==> config.mk <==
export PLATFORM = sky130hd
export DESIGN_NAME = sram_arbiter_flat
export DESIGN_NICKNAME = d
export VERILOG_FILES = /design/src/rtl/sram_arbiter_pkg.sv /design/src/rtl/sram_arbiter_if.sv /design/src/rtl/sram_arbiter.sv /design/src/flat_wrapper.sv
export SDC_FILE = /design/constraint.sdc
export NUM_CORES = 1
export LEC_CHECK = 0
export ABC_CLOCK_PERIOD_IN_PS = 1500
export CORE_ASPECT_RATIO = 0.6
export CORE_MARGIN = 10
export CORE_UTILIZATION = 30
export CTS_BUF_LIST = sky130_fd_sc_hd__clkbuf_8
export DETAILED_ROUTE_END_ITERATION = 8
export PLACE_DENSITY = 0.79
export SLEW_MARGIN = 30
export SYNTH_ARGS = -nofsm -noshare
export SYNTH_HDL_FRONTEND = slang
export SYNTH_SLANG_ARGS = --single-unit
==> constraint.sdc <==
create_clock -name clk -period 1.5 [get_ports clk]
set_input_delay 0.3 -clock clk [delete_from_list [all_inputs] [get_ports clk]]
set_output_delay 0.3 -clock clk [all_outputs]
set_load 0.05 [all_outputs]
==> src/rtl/sram_arbiter_pkg.sv <==
// rtl/sram_arbiter_pkg.sv - shared state encoding, owner IDs and size codes for the SRAM arbiter
package sram_arbiter_pkg;

  typedef enum logic [1:0] {
    ST_IDLE = 2'd0,
    ST_REQ  = 2'd1,
    ST_WAIT = 2'd2
  } state_t;

  localparam logic OWN_INST = 1'b0;
  localparam logic OWN_DATA = 1'b1;

  localparam logic [1:0] SIZE_BYTE = 2'd0;
  localparam logic [1:0] SIZE_HALF = 2'd1;
  localparam logic [1:0] SIZE_WORD = 2'd2;

endpackage

==> src/rtl/sram_arbiter_if.sv <==
// rtl/sram_arbiter_if.sv - SRAM-style request/response bus with master and slave views
interface sram_arbiter_if #(
  parameter int ADDR_W = 32,
  parameter int DATA_W = 32
);

  logic              req;
  logic              wr;
  logic [1:0]        size;
  logic [ADDR_W-1:0] addr;
  logic [DATA_W-1:0] wdata;
  logic              addr_ok;
  logic              data_ok;
  logic [DATA_W-1:0] rdata;

  // Side that issues requests
  modport master (
    output req, wr, size, addr, wdata,
    input  addr_ok, data_ok, rdata
  );

  // Side that accepts requests
  modport slave (
    input  req, wr, size, addr, wdata,
    output addr_ok, data_ok, rdata
  );

endinterface

==> src/rtl/sram_arbiter.sv <==
// rtl/sram_arbiter.sv - two-master fixed-priority arbiter onto one SRAM-style slave
module sram_arbiter
  import sram_arbiter_pkg::*;
#(
  parameter int ADDR_W = 32,
  parameter int DATA_W = 32
) (
  input  logic          clk,
  input  logic          resetn,
  sram_arbiter_if.slave  inst,
  sram_arbiter_if.slave  data,
  sram_arbiter_if.master s,
  output logic          busy
);

  localparam int LAT_W = 1 + 1 + 2 + ADDR_W + DATA_W;

  state_t            state_q, state_d;
  logic              grant;
  logic              complete;
  logic [LAT_W-1:0]  lat_d, lat_q;
  logic              owner_d, owner_q;

  logic              lat_req;
  logic              lat_wr;
  logic [1:0]        lat_size;
  logic [ADDR_W-1:0] lat_addr;
  logic [DATA_W-1:0] lat_wdata;

  assign grant = (state_q == ST_IDLE) && (data.req || inst.req);

  // Slave data_ok only counts while a transaction is actually in flight
  assign complete = ((state_q == ST_REQ) && s.addr_ok && s.data_ok) ||
                    ((state_q == ST_WAIT) && s.data_ok);

  assign {lat_req, lat_wr, lat_size, lat_addr, lat_wdata} = lat_q;

  assign s.wr    = lat_wr;
  assign s.size  = lat_size;
  assign s.addr  = lat_addr;
  assign s.wdata = lat_wdata;

  // Winner selection for the request latch: data master has priority
  always_comb begin
    owner_d = OWN_INST;
    lat_d   = {1'b1, inst.wr, inst.size, inst.addr, inst.wdata};
    if (data.req) begin
      owner_d = OWN_DATA;
      lat_d   = {1'b1, data.wr, data.size, data.addr, data.wdata};
    end
  end

  // State register
  always_ff @(posedge clk or negedge resetn) begin
    if (!resetn) state_q <= ST_IDLE;
    else         state_q <= state_d;
  end

  // Request latch: loaded only on a grant, frozen while a transaction is open
  always_ff @(posedge clk or negedge resetn) begin
    if (!resetn) begin
      lat_q   <= '0;
      owner_q <= OWN_INST;
    end else if (grant) begin
      lat_q   <= lat_d;
      owner_q <= owner_d;
    end
  end

  // Next-state logic
  always_comb begin
    state_d = state_q;
    case (state_q)
      ST_IDLE: if (grant) state_d = ST_REQ;
      ST_REQ:  if (s.addr_ok) state_d = s.data_ok ? ST_IDLE : ST_WAIT;
      ST_WAIT: if (s.data_ok) state_d = ST_IDLE;
      default: state_d = ST_IDLE;
    endcase
  end

  // Output logic; everything is forced low while reset is asserted
  always_comb begin
    inst.addr_ok = 1'b0;
    data.addr_ok = 1'b0;
    inst.data_ok = 1'b0;
    data.data_ok = 1'b0;
    inst.rdata   = '0;
    data.rdata   = '0;
    s.req        = 1'b0;
    busy         = 1'b0;
    if (resetn) begin
      busy = (state_q != ST_IDLE);
      case (state_q)
        ST_IDLE: begin
          if (data.req)      data.addr_ok = 1'b1;
          else if (inst.req) inst.addr_ok = 1'b1;
        end
        ST_REQ:  s.req = lat_req;
        default: ;
      endcase
      if (complete) begin
        if (owner_q == OWN_DATA) begin
          data.data_ok = 1'b1;
          data.rdata   = s.rdata;
        end else begin
          inst.data_ok = 1'b1;
          inst.rdata   = s.rdata;
        end
      end
    end
  end

endmodule

==> src/flat_wrapper.sv <==
// flat-port wrapper written by rule: the top's interface ports become plain ports
module sram_arbiter_flat import sram_arbiter_pkg::*;
#(
  parameter int ADDR_W = 32,
  parameter int DATA_W = 32
)
  (clk, resetn, busy, inst_req, inst_wr, inst_size, inst_addr, inst_wdata, inst_addr_ok, inst_data_ok, inst_rdata, data_req, data_wr, data_size, data_addr, data_wdata, data_addr_ok, data_data_ok, data_rdata, s_req, s_wr, s_size, s_addr, s_wdata, s_addr_ok, s_data_ok, s_rdata);
  sram_arbiter_if #(.ADDR_W(ADDR_W), .DATA_W(DATA_W)) inst_i ();
  sram_arbiter_if #(.ADDR_W(ADDR_W), .DATA_W(DATA_W)) data_i ();
  sram_arbiter_if #(.ADDR_W(ADDR_W), .DATA_W(DATA_W)) s_i ();
  input  logic clk;
  input  logic resetn;
  output logic busy;
  input wire logic [$bits(inst_i.req)-1:0] inst_req;
  input wire logic [$bits(inst_i.wr)-1:0] inst_wr;
  input wire logic [$bits(inst_i.size)-1:0] inst_size;
  input wire logic [$bits(inst_i.addr)-1:0] inst_addr;
  input wire logic [$bits(inst_i.wdata)-1:0] inst_wdata;
  output wire logic [$bits(inst_i.addr_ok)-1:0] inst_addr_ok;
  output wire logic [$bits(inst_i.data_ok)-1:0] inst_data_ok;
  output wire logic [$bits(inst_i.rdata)-1:0] inst_rdata;
  input wire logic [$bits(data_i.req)-1:0] data_req;
  input wire logic [$bits(data_i.wr)-1:0] data_wr;
  input wire logic [$bits(data_i.size)-1:0] data_size;
  input wire logic [$bits(data_i.addr)-1:0] data_addr;
  input wire logic [$bits(data_i.wdata)-1:0] data_wdata;
  output wire logic [$bits(data_i.addr_ok)-1:0] data_addr_ok;
  output wire logic [$bits(data_i.data_ok)-1:0] data_data_ok;
  output wire logic [$bits(data_i.rdata)-1:0] data_rdata;
  output wire logic [$bits(s_i.req)-1:0] s_req;
  output wire logic [$bits(s_i.wr)-1:0] s_wr;
  output wire logic [$bits(s_i.size)-1:0] s_size;
  output wire logic [$bits(s_i.addr)-1:0] s_addr;
  output wire logic [$bits(s_i.wdata)-1:0] s_wdata;
  input wire logic [$bits(s_i.addr_ok)-1:0] s_addr_ok;
  input wire logic [$bits(s_i.data_ok)-1:0] s_data_ok;
  input wire logic [$bits(s_i.rdata)-1:0] s_rdata;
  assign inst_i.req = inst_req;
  assign inst_i.wr = inst_wr;
  assign inst_i.size = inst_size;
  assign inst_i.addr = inst_addr;
  assign inst_i.wdata = inst_wdata;
  assign inst_addr_ok = inst_i.addr_ok;
  assign inst_data_ok = inst_i.data_ok;
  assign inst_rdata = inst_i.rdata;
  assign data_i.req = data_req;
  assign data_i.wr = data_wr;
  assign data_i.size = data_size;
  assign data_i.addr = data_addr;
  assign data_i.wdata = data_wdata;
  assign data_addr_ok = data_i.addr_ok;
  assign data_data_ok = data_i.data_ok;
  assign data_rdata = data_i.rdata;
  assign s_req = s_i.req;
  assign s_wr = s_i.wr;
  assign s_size = s_i.size;
  assign s_addr = s_i.addr;
  assign s_wdata = s_i.wdata;
  assign s_i.addr_ok = s_addr_ok;
  assign s_i.data_ok = s_data_ok;
  assign s_i.rdata = s_rdata;
  sram_arbiter #(.ADDR_W(ADDR_W), .DATA_W(DATA_W)) u_core (.clk(clk), .resetn(resetn), .inst(inst_i), .data(data_i), .s(s_i), .busy(busy));
endmodule
==> qor.yml <==
yosys_warnings: 0
die_h_um: 115
cts_tree: "yes"
grt_setup_unrepaired: "yes"
finalSetupTns_ns: -59.25
diodes: 0
cts_num_sinks: 71
dr.pass1.iters: 4
core-area_um2: 14700
rows: 34
worstRegToRegCells: 10
final_max_slew_viol_count: 0
antenna_found_initial: 0
period_needed_ns: 2.07
dr.first_iter.drc_count: 172
netlist_instances: 415
gp_congestion: 0.808
die_area_um2: 20700
power_leakage_nw: 4.16
io_buffers: 308
tritoncts.num_buffers: 9
finalWorstSetupSlack_ns: -0.572
fmax_mhz: 483
critPathCaptureType: "primary output"
cellPowerDensity_nw_per_um2: 1960
synth_nets: 587
dp_hpwl_mm: 14.7
insertion_delay_ns: 0.34
min_path_type: "in -> async"
grt_pass1_vias: 4792
synth-seq-area-share_pct: 39.1
max_slew_margin_pct: 54.8
num_io_pins: 309
critical_path_class: "reg -> out"
grt_start_max_net_pins: 54
synth-seq-cells: 71
cts-root-buf: "clkbuf_8"
grt_pass1_wl_mm: 28.6
crit_arrival_ns: 1.77
cts_buffer_depth: 2
fin_crit_sh_pct: 138
violations: "negative setup slack"
finClkSkew_ns: 0.00994
final_hold_viol_count: 0
setup_violations: 137
wl_mm: 19.3
critPathLaunchType: "register"
start_util_pct: 31.0
ctsHtreeMaxLevel: 3
drive_gt1_share_pct: 59.4
drtAntennaViolNets: 0
avgRoutedWirePerCell_um: 21.5
die_w_um: 179
viasPerCell: 4.51
ir_drop_v: 0.00131
cp.required_ns: 1.20
grt-ovfl-total: 0
clk_pin_slew_worst_paths_ns: 0.08
syn_area_per_cell_um2: 11.0
tightest_slew_ns: 0.679
nets: 868
pre_cts_slack_ns: -0.545
drc: 0
vias: 4052
maxCapViolations: 0
syn_area_um2: 4550
ys_types: 21
area_growth_pct: 119
grt_usage_pct: 17.8
critPathMaxFanout: 10
outcome: "complete, but fails checks"
-- power by group --
part	internal [W]	switching, W	total [W]
combinational	0.00733	0.00629	0.0136
clock	0.00115	0.000749	0.00189
sequential	0.00289	0.00110	0.00399
-- Yosys cell counts --
| cell | number | share of area [%] |
|---|---|---|
| nor2_4 | 1 | 0.25 |
| mux2_2 | 104 | 26 |
| dfrtp_1 | 71 | 39 |
| nand2_1 | 33 | 2.7 |
| buf_6 | 5 | 1.2 |
| a21o_1 | 1 | 0.17 |
| a21oi_1 | 1 | 0.11 |
| o21ai_0 | 2 | 0.22 |
| nor2b_1 | 1 | 0.14 |
| mux2_4 | 30 | 9.9 |
| nand2b_1 | 2 | 0.27 |
| clkbuf_1 | 5 | 0.41 |
| nor2_1 | 70 | 5.8 |
| o211ai_2 | 2 | 0.55 |
| o21a_2 | 1 | 0.19 |
| inv_1 | 2 | 0.17 |
| and3_1 | 1 | 0.14 |
| and4b_1 | 1 | 0.22 |
| buf_4 | 66 | 11 |
| buf_2 | 15 | 1.7 |
| and3b_1 | 1 | 0.19 |
-- state kept, by name, summed over array words and instances (netlist names) --
| name | count |
|---|---|
| u_core.owner_q | 1 |
| u_core.lat_q | 68 |
| u_core.state_q | 2 |
-- kinds of logic (layout without fill, tap and decap cells) --
family	after synthesis	in the layout	share of synthesized area, %
muxes	134	134	35.6
buffers and inverters	93	378	14.4
DFF	71	71	39.1
AOI/OAI and AO/OA	7	7	1.24
and+or+nand+nor	110	110	9.71
-- worst paths after layout --
| kind | startpoint | to | slack (ns) |
|---|---|---|---|
| worst max-delay path | u_core.state_q[0] | data_rdata[11] | -0.57 |
| worst min-delay path | resetn | u_core.lat_q[14] | 0.05 |
| worst max register to register | u_core.state_q[1] | u_core.lat_q[31] | -0.41 |
| worst min register to register | u_core.lat_q[67] | u_core.lat_q[67] | 0.48 |
| max in group asynchronous | resetn | u_core.lat_q[8] | 0.66 |
| min in group clk | u_core.lat_q[67] | u_core.lat_q[67] | 0.48 |
-- final cells by class --
class	instances	area [um^2]
Timing Repair Buffer	361	4860
Sequential cell	71	1780
Clock inverter	5	106
Tap cell	198	248
Fill cell	1024	4730
Multi-Input combinational cell	251	2810
Clock buffer	10	138
Inverter	2	7.51
-- stage by stage --
stage	std cells	instance area [um^2]	hold WS [ns]	util [%]	total power (W)
floorplan	415	5090	0.00441	-	0.0111
global placement	861	8720	0.273	59.4	0.0158
detailed placement	861	8720	0.278	59.4	0.0160
CTS	899	9880	0.0151	67.3	0.0198
global route	898	9950	0.0286	67.8	0.0202
finish	898	9950	0.0544	67.8	0.0195
-- placed cells by master, fill, tap and decap left out --
master	instances
a21oi_1	1
nor2b_4	1
buf_6	28
nand2b_4	1
dlygate4sd3_1	1
and3b_2	1
o21a_4	1
a21o_1	1
and4b_1	1
and3_4	1
clkinvlp_4	1
nor2_4	68
bufinv_16	3
buf_4	16
nor2_1	2
buf_16	4
buf_8	46
buf_12	96
nand2b_1	1
mux2_4	67
dfrtp_1	71
o211ai_4	2
buf_2	1
inv_1	2
clkinv_4	1
nor2_2	1
clkbuf_8	10
clkdlybuf4s50_1	169
o21ai_1	2
nand2_1	33
mux2_2	67
-- worst max-delay path: stages, from the launching register on --
cell	delay (ns)
dfrtp_1	0.43
and3b_2	0.27
o211ai_4	0.19
buf_12	0.16
buf_12	0.18
nor2_4	0.05
buf_8	0.15
-- routing by layer --
| metal | wire [um] | GRT usage, % |
|---|---|---|
| met3 | 1690 | 6.84 |
| met1 | 7190 | 19.4 |
| met4 | 250 | 3.57 |
| met5 | 0 | 0 |
| met2 | 10200 | 32.4 |
-- repair_timing --
item / 4_1_cts / 5_1_grt
setup buffers: 15 / 6
endpoints found under the hold margin: 6 / 0
resized for setup: 148 / 41
hold buffers: 1 / 0
gates cloned: 7 / 0
pin swaps: 11 / 6
setup endpoints to repair: 127 / 137
(Power assumes the default switching activity.)
